`config.mk`:
```
export PLATFORM = sky130hd
export DESIGN_NAME = snake_input_ctrl
export DESIGN_NICKNAME = d
export VERILOG_FILES = /design/src/rtl/snake_pkg.sv /design/src/rtl/snake_btn_cond.sv /design/src/rtl/snake_input_ctrl.sv
export SDC_FILE = /design/constraint.sdc
export NUM_CORES = 1
export LEC_CHECK = 0
export CELL_PAD_IN_SITES_DETAIL_PLACEMENT = 1
export CELL_PAD_IN_SITES_GLOBAL_PLACEMENT = 1
export CORE_MARGIN = 2
export CORE_UTILIZATION = 27
export DETAILED_ROUTE_END_ITERATION = 16
export PLACE_DENSITY_LB_ADDON = 0.1
export SETUP_SLACK_MARGIN = 0.5
export SLEW_MARGIN = 20
export SYNTH_ARGS = -nofsm -noshare
export SYNTH_HDL_FRONTEND = slang
export SYNTH_SLANG_ARGS = --single-unit
```
`constraint.sdc`:
```
create_clock -name Clk -period 6.5 [get_ports Clk]
set_clock_uncertainty 0.1 [all_clocks]
set_input_delay 0.975 -clock Clk [delete_from_list [all_inputs] [get_ports Clk]]
set_output_delay 0.975 -clock Clk [all_outputs]
set_load 0.01 [all_outputs]
```
`src/rtl/snake_pkg.sv`:
```
// snake_pkg: direction encoding and helpers shared by the snake input path.
package snake_pkg;

    typedef logic [1:0] dir_t;

    localparam dir_t DIR_UP    = 2'd0;
    localparam dir_t DIR_RIGHT = 2'd1;
    localparam dir_t DIR_DOWN  = 2'd2;
    localparam dir_t DIR_LEFT  = 2'd3;

    // Reversal pairs differ only in the upper bit: up<->down, right<->left.
    function automatic dir_t opposite(input dir_t d);
        return d ^ 2'b10;
    endfunction

endpackage

```
`src/rtl/snake_btn_cond.sv`:
```
// snake_btn_cond: one button bit -> 2-flop synchronizer, counter debouncer and
// rising-edge press pulse. The press pulse is registered together with the
// level, so it is high in the first cycle the new level is visible.
module snake_btn_cond #(
    parameter int unsigned DB_CYCLES = 500000
) (
    input  logic clk_i,
    input  logic rst_ni,
    input  logic raw_i,
    output logic level_o,
    output logic press_o
);

    localparam int unsigned CntW = (DB_CYCLES > 1) ? $clog2(DB_CYCLES) : 1;
    localparam logic [CntW-1:0] CntMax = CntW'(DB_CYCLES - 1);

    logic            sync1_q, sync2_q;
    logic            level_q, level_d;
    logic            press_q, press_d;
    logic [CntW-1:0] cnt_q, cnt_d;

    // Bring the asynchronous button into the clock domain.
    always_ff @(posedge clk_i or negedge rst_ni) begin
        if (!rst_ni) begin
            sync1_q <= 1'b0;
            sync2_q <= 1'b0;
        end else begin
            sync1_q <= raw_i;
            sync2_q <= sync1_q;
        end
    end

    // Count consecutive cycles of disagreement; flip the level once it has
    // lasted DB_CYCLES cycles. Any agreement restarts the count.
    always_comb begin
        cnt_d   = '0;
        level_d = level_q;
        press_d = 1'b0;
        if (sync2_q != level_q) begin
            if (cnt_q == CntMax) begin
                level_d = ~level_q;
                press_d = ~level_q;
            end else begin
                cnt_d = cnt_q + CntW'(1);
            end
        end
    end

    // Debounce state register.
    always_ff @(posedge clk_i or negedge rst_ni) begin
        if (!rst_ni) begin
            cnt_q   <= '0;
            level_q <= 1'b0;
            press_q <= 1'b0;
        end else begin
            cnt_q   <= cnt_d;
            level_q <= level_d;
            press_q <= press_d;
        end
    end

    assign level_o = level_q;
    assign press_o = press_q;

endmodule

```
`src/rtl/snake_input_ctrl.sv`:
```
// snake_input_ctrl: debounced 4-button direction input feeding a small command
// queue that the game tick drains.
// Optional build macro SNAKE_INPUT_REVERSE_FILTER_EN: only presses perpendicular
// to the last queued direction are accepted (no repeats, no reversals).
module snake_input_ctrl
    import snake_pkg::*;
#(
    parameter int unsigned DB_CYCLES  = 500000,
    parameter int unsigned FIFO_DEPTH = 4
) (
    input  logic                          Clk,
    input  logic                          RstN,
    input  logic [3:0]                    Btn,
    input  logic                          Pop,
    output logic                          CmdValid,
    output logic [1:0]                    CmdDir,
    output logic [$clog2(FIFO_DEPTH):0]   Count,
    output logic [3:0]                    BtnLevel,
    output logic                          Overflow
);

    // FIFO_DEPTH must be a power of two (>= 2) so the pointers wrap for free.
    localparam int unsigned AW = $clog2(FIFO_DEPTH);
    localparam int unsigned CW = AW + 1;
    localparam logic [CW-1:0] CntFull = CW'(FIFO_DEPTH);

    logic [3:0]    press;
    dir_t          press_dir;
    logic          press_any;
    logic          dir_ok;
    logic          push_req, push_en, pop_en, drop;

    dir_t          mem_q [FIFO_DEPTH];
    logic [AW-1:0] wr_ptr_q, wr_ptr_d;
    logic [AW-1:0] rd_ptr_q, rd_ptr_d;
    logic [CW-1:0] count_q, count_d;
    logic          overflow_q, overflow_d;

    for (genvar i = 0; i < 4; i++) begin : g_btn
        snake_btn_cond #(
            .DB_CYCLES (DB_CYCLES)
        ) u_cond (
            .clk_i   (Clk),
            .rst_ni  (RstN),
            .raw_i   (Btn[i]),
            .level_o (BtnLevel[i]),
            .press_o (press[i])
        );
    end

    // Resolve simultaneous presses: lowest bit index wins, the rest are dropped.
    always_comb begin
        press_any = |press;
        press_dir = DIR_UP;
        if (press[0]) begin
            press_dir = DIR_UP;
        end else if (press[1]) begin
            press_dir = DIR_RIGHT;
        end else if (press[2]) begin
            press_dir = DIR_DOWN;
        end else if (press[3]) begin
            press_dir = DIR_LEFT;
        end
    end

`ifdef SNAKE_INPUT_REVERSE_FILTER_EN
    dir_t last_q;

    // Last tracks the tail; once drained the tail is also the last popped entry.
    always_ff @(posedge Clk or negedge RstN) begin
        if (!RstN) begin
            last_q <= DIR_RIGHT;
        end else if (push_en) begin
            last_q <= press_dir;
        end
    end

    assign dir_ok = (press_dir != last_q) && (press_dir != opposite(last_q));
`else
    assign dir_ok = 1'b1;
`endif

    // Queue control: a pop frees a slot for a same-cycle push; empty pops are ignored.
    always_comb begin
        pop_en     = Pop && (count_q != '0);
        push_req   = press_any && dir_ok;
        push_en    = push_req && ((count_q != CntFull) || pop_en);
        drop       = push_req && !push_en;
        wr_ptr_d   = push_en ? wr_ptr_q + AW'(1) : wr_ptr_q;
        rd_ptr_d   = pop_en ? rd_ptr_q + AW'(1) : rd_ptr_q;
        overflow_d = overflow_q | drop;
        unique case ({push_en, pop_en})
            2'b10:   count_d = count_q + CW'(1);
            2'b01:   count_d = count_q - CW'(1);
            default: count_d = count_q;
        endcase
    end

    // Queue control state register.
    always_ff @(posedge Clk or negedge RstN) begin
        if (!RstN) begin
            wr_ptr_q   <= '0;
            rd_ptr_q   <= '0;
            count_q    <= '0;
            overflow_q <= 1'b0;
        end else begin
            wr_ptr_q   <= wr_ptr_d;
            rd_ptr_q   <= rd_ptr_d;
            count_q    <= count_d;
            overflow_q <= overflow_d;
        end
    end

    // Command storage; contents are only observable through the masked head.
    always_ff @(posedge Clk) begin
        if (push_en) begin
            mem_q[wr_ptr_q] <= press_dir;
        end
    end

    assign CmdValid = (count_q != '0);
    // Mask the head while empty so stale or uninitialised storage never shows.
    assign CmdDir   = CmdValid ? mem_q[rd_ptr_q] : DIR_UP;
    assign Count    = count_q;
    assign Overflow = overflow_q;

endmodule

```
# After elaboration in Yosys (flattened, before gate mapping)
# Memory sizes are Yosys's and may differ from the RTL's.
# Index checks and enable logic that the tools add are counted.
[word_totals]
input_bits = 7
elab_cells = 85
register_bits = 100
n_memories = 1
ramBits = 8
out_inout_bits = 11
[classes]
n_eq_ne = 11
n_reduce_logical = 12
muxes = 24
n_addsub = 8
bitwise_logic = 5
[mem_list]
columns = ["name", "words", "word_bits", "read_ports", "rd_clocked_by_memory_dff", "wr", "line", "text"]
rows = [
  ["mem_q", 4, 2, 1, 0, 1, "snake_input_ctrl.sv:33", "dir_t mem_q [FIFO_DEPTH];"],
]
[op_table]
columns = ["operator", "n"]
rows = [
  ["19-bit 2-to-1 mux", 8],
  ["19-bit by 1-bit adder with 19-bit output (second input constant)", 4],
  ["19-bit equality test (second input constant)", 4],
  ["1-bit 2-to-1 mux", 10],
  ["2-bit 2-to-1 mux", 5],
  ["2-bit AND reduction", 4],
  ["3-bit case mux with 2 select lines", 1],
  ["2-bit by 1-bit adder with 2-bit output (second input constant)", 2],
  ["1-bit != test", 4],
  ["1-bit NOT", 4],
  ["4-bit OR reduction", 1],
  ["3-bit by 1-bit adder with 3-bit output (second input constant)", 1],
  ["1-bit logical AND", 3],
  ["3-bit != test (second input constant)", 1],
  ["3-bit nonzero test", 1],
  ["3-bit by 1-bit subtractor with 3-bit output (second input constant)", 1],
  ["2-bit by 1-bit equality test with 1-bit output (second input constant)", 1],
  ["2-bit equality test (second input constant)", 1],
  ["2-bit nonzero test", 1],
  ["1-bit logical NOT", 1],
  ["1-bit logical OR", 1],
  ["1-bit bitwise OR", 1],
]

# Depth between registers and ports, before layout
[logic_depth]
depth_word = 7
mapped_depth = 7
depth_no_buf = 6

# By module
# A second synthesis with hierarchy kept.
[unflattened]
cells_unflattened = 498
area_unflattened_um2 = 5330.1
[by_module_without_submodules]
columns = ["mod", "seq_area_each_um2", "area_each_um2", "n_inst", "cells_per_inst"]
rows = [
  ["snake_btn_cond at g_btn[0].u_cond ...", 575.6, 1118.6, 3, 110],
  ["snake_btn_cond at g_btn[1].u_cond", 575.6, 1144.8, 1, 106],
  ["snake_input_ctrl", 440.4, 829.5, 1, 62],
]

# Least setup slack after synthesis
# OpenSTA, ideal clock, no wires.
[synth_timing]
path_kind = "reg2reg"
startpoint = "register g_btn[0].u_cond.press_q"
endpoint = "register count_q[2], in the netlist Count[2]"
setup_ns = 0.126
stages_incl_launch_ff = 6
synth_period_minus_slack_ns = 2.553
slack_ns = 3.947
required_ns = 6.274
t_arrival_ns = 2.327
path_buffers = 0
path_cell_list = "dfrtp_1 nor4_1 nand3_1 fa_1 or3_1 a311o_1"
[synth_via]
elab_chain_len = 4
elab_cells_between_ends = 6
cone_classes = "eq/ne: 2; mux: 1; reduce/logical: 3"
[synth_lines]
columns = ["element", "line", "text"]
rows = [
  ["start, declared", "snake_btn_cond.sv:19", "logic press_q, press_d;"],
  ["start signal, assigned", "snake_btn_cond.sv:58", "press_q <= press_d;"],
  ["4-bit OR reduction *", "snake_input_ctrl.sv:53", "press_any = |press;"],
  ["1-bit logical AND *", "snake_input_ctrl.sv:87", "push_en = push_req && ((count_q != CntFull) || pop_en);"],
  ["2-bit by 1-bit equality test with 1-bit output or 2-bit equality test (tied branches)", "snake_input_ctrl.sv:92", "unique case ({push_en, pop_en})"],
  ["3-bit case mux with 2 select lines or 2-bit nonzero test (tied branches)", "-", ""],
  ["end signal, assigned", "snake_input_ctrl.sv:109", "count_q <= count_d;"],
  ["end, declared", "snake_input_ctrl.sv:36", "logic [CW-1:0] count_q, count_d;"],
]
# Every way passes the cells marked *; elsewhere a longest branch is shown, timed or not.
# A chain may end at the register's enable or synchronous reset.

# Worst setup path after layout
[layout_timing]
startpoint = "register rd_ptr_q[0]"
endpoint = "output CmdDir[0]"
[layout_via]
elab_chain_len = 2
[layout_lines]
columns = ["element", "line", "text"]
rows = [
  ["start, declared", "snake_input_ctrl.sv:35", "logic [AW-1:0] rd_ptr_q, rd_ptr_d;"],
  ["start signal, assigned", "snake_input_ctrl.sv:108", "rd_ptr_q <= rd_ptr_d;"],
  ["memory read 4 x 2 bit", "-", ""],
  ["2-bit 2-to-1 mux", "snake_input_ctrl.sv:123", "assign CmdDir = CmdValid ? mem_q[rd_ptr_q] : DIR_UP;"],
  ["end, declared", "snake_input_ctrl.sv:16", "output logic [1:0] CmdDir,"],
]
# No other way between the ends.

==> results.cfg <==
[detailed_routing]
drtAntennaViolNets = 0
drc = 0
viasPerCell = 4.79
dr.pass1.iters = 4
num_vias = 3571
wl_um = 11100
avgRoutedWirePerCell_um = 14.9
drtIter0Drc = 100

[floorplanning]
io_pins = 18
core_um2 = 18700
die-area_um2 = 20200
start_util = 0.275
die_x_um = 142
num_rows = 50
die_y_um = 142

[synth]
synth_top_area_cell = dfrtp_1
syn_area_um2 = 5140
syn-num-nets = 505
postSynthAreaPerCell_um2 = 10.5
ys_types = 52
synthXorXnorAreaFrac = 0.100
synth_compound_area_frac = 0.0545
yosys_register_bits = 108
synth_top_cell_area_share = 0.487
synthSimpleGateAreaFrac = 0.236
synth_top_flop_cell = dfrtp_1
async_flop_share = 0.926
synth_edf_count = 8
synth_top_family_by_area = simple AND/OR/NAND/NOR gates
syn_inst = 489
seq_area_frac_synth = 0.533
yosysWarnings = 0
synth_fa_ha_area_frac = 0.0234
synth.area.mux_share = 0.0202
synth.area.top_cells = dfrtp_1 (49%), xnor2_1 (7.0%), nor2_1 (5.0%)

[flow_run]
cap_violations = 0

[global_routing]
grt_pass1_wl_um = 19100
met1_usage = 0.153
grt-ovfl-total = 0
grt_max_degree = 72
antenna_found_initial = 0
grt.met3_usage = 0.0333
use_met2 = 0.199
grt_pass1_vias = 3835
grt_usage = 0.119
busiest_layer = met2

[sta]
max-slew-margin-rel = 0.299
finalCritPeriodShare = 0.466
setup_viol = 0
slew_viol_final = 0
fmax_mhz = 330
hold_ws_ps = 257
worstMarginPinSlew_ps = 1040
setup_tns_ps = 0
grt_setup_unrepaired = no
period_minus_slack_ps = 3030
hold_viol = 0

[power_and_ir_drop]
combPwrFrac = 0.091
power_frac_clock = 0.386
swShare = 0.260
cellPowerDensity_nw_per_um2 = 242
power.switching_mw = 0.366
p_seq_frac = 0.522
vdd_drop_max_mv = 0.118
intPower_mw = 1.04
power.leakage_nw = 2.28

[finish]
diodes = 0
seqCellArea_um2 = 2740
syn_to_final_growth_pct = 13.3
fin_nets = 522
final_cell_mix = dfrtp_1 (100), nor2_1 (68), xnor2_1 (41)
layout-drive-gt1-share = 0.0802
final_common_cell = dfrtp_1
multi_input_area_um2 = 2230
num-fill-cells = 2062

[critical_path]
worst-endpoint-required_ps = 5420
startpoint_type = register
reg2reg_from = g_btn[0].u_cond.press_o
worstPathArrival_ps = 1950
crit_fanout = 4
crit_path_start = rd_ptr_q[0]
crit_path_end_kind = output pin
path_class = reg -> out

[clocking]
clockBufferDepth = 2
numCtsBuffers = 9
clockRootBuffer = clkbuf_16
tritoncts = yes
cts_max_level = 3
path_clk_slew_ps = 70
cts_resized = 0
cts_hold_buf = 0
cts.sinks = 108
clock_latency_ps = 360
cts_setup_buffers = 0

[status]
status = complete, no violations

[hold_path]
min_from = g_btn[0].u_cond.sync1_q
min_path_type = reg -> reg

[placement]
dp_hpwl_um = 7680
port_buffers = 17
gp_congestion = 0.724
==> worst max-delay path, cell delays in order (launching register included) <==
cell	delay (ps)
dfrtp_1	440
mux4_2	520
and2_1	170
clkdlybuf4s50_1	470
==> sequential cells by signal, indices dropped and copies added (netlist names), 2 cells and up <==
name                  count
g_btn.u_cond.sync1_q      4
wr_ptr_q                  2
rd_ptr_q                  2
g_btn.u_cond.level_o      4
g_btn.u_cond.sync2_q      4
g_btn.u_cond.cnt_q       76
mem_q                     8
Count                     3
g_btn.u_cond.press_o      4
==> through the flow <==
step	total power, mW	instances	setup WS (ps)	utilization	area [um2]
after floorplan	0.820	489	3950	-	5140
after global placement	0.879	729	3390	0.296	5530
after detailed placement	0.884	729	3340	0.296	5530
after CTS	1.45	745	3440	0.311	5830
after global routing	1.49	745	3340	0.311	5830
final	1.41	745	3470	0.311	5830
==> final timing paths <==
path / slack [ps] / endpoint / cells after the start
min: 260 / g_btn[0].u_cond.sync2_q / 0
max: 3470 / CmdDir[0] / 3
min in group asynchronous: 450 / g_btn[0].u_cond.cnt_q[18] / 1
max in group asynchronous: 4600 / g_btn[3].u_cond.cnt_q[10] / 2
min reg2reg: 260 / g_btn[0].u_cond.sync2_q / 0
max reg2reg: 3540 / Count[2] / 5
==> logic make-up after synthesis <==
logic type / Yosys count
DFF: 108
adders and majority gates: 9
xor gates and xnor gates: 59
muxes: 7
and+or+nand+nor: 227
buffers and inverters: 34
AOI/OAI and AO/OA: 45
==> metal layers <==
layer,up-vias,part of all wire
met1,1780,0.48
met5,-,0
met4,0,0.011
met2,26,0.48
li1,1757,-
met3,8,0.028
==> synth_stat cells, drive strengths merged (6+ instances only) <==
| library cell | number |
|---|---|
| or2 | 6 |
| nand2 | 25 |
| or4 | 10 |
| inv | 20 |
| edfxtp | 8 |
| xor2 | 18 |
| or3 | 13 |
| nand4 | 25 |
| a21oi | 19 |
| buf | 7 |
| and2 | 9 |
| nand3 | 23 |
| clkbuf | 7 |
| nor4 | 15 |
| dfrtp | 100 |
| xnor2 | 41 |
| nor3 | 14 |
| nor2 | 68 |
| ha | 8 |
| o21ai | 14 |
==> power by group through the flow <==
stage | clock network (mW) | registers (mW) | logic [mW]
floorplan | 0 | 0.746 | 0.0740
global placement | 0 | 0.750 | 0.130
detailed placement | 0 | 0.751 | 0.133
CTS | 0.578 | 0.738 | 0.133
global route | 0.598 | 0.742 | 0.147
finish | 0.545 | 0.737 | 0.129
==> layout make-up <==
type	instances	share of cell area
flip-flops and latches	108	0.471
inverters	20	0.0129
multi-input cells	347	0.383
clock inverters	6	0.00902
repair buffers	20	0.0326
well taps	234	0.0503
clock buffers	10	0.0410
Power figures use the tool's default switching activity.
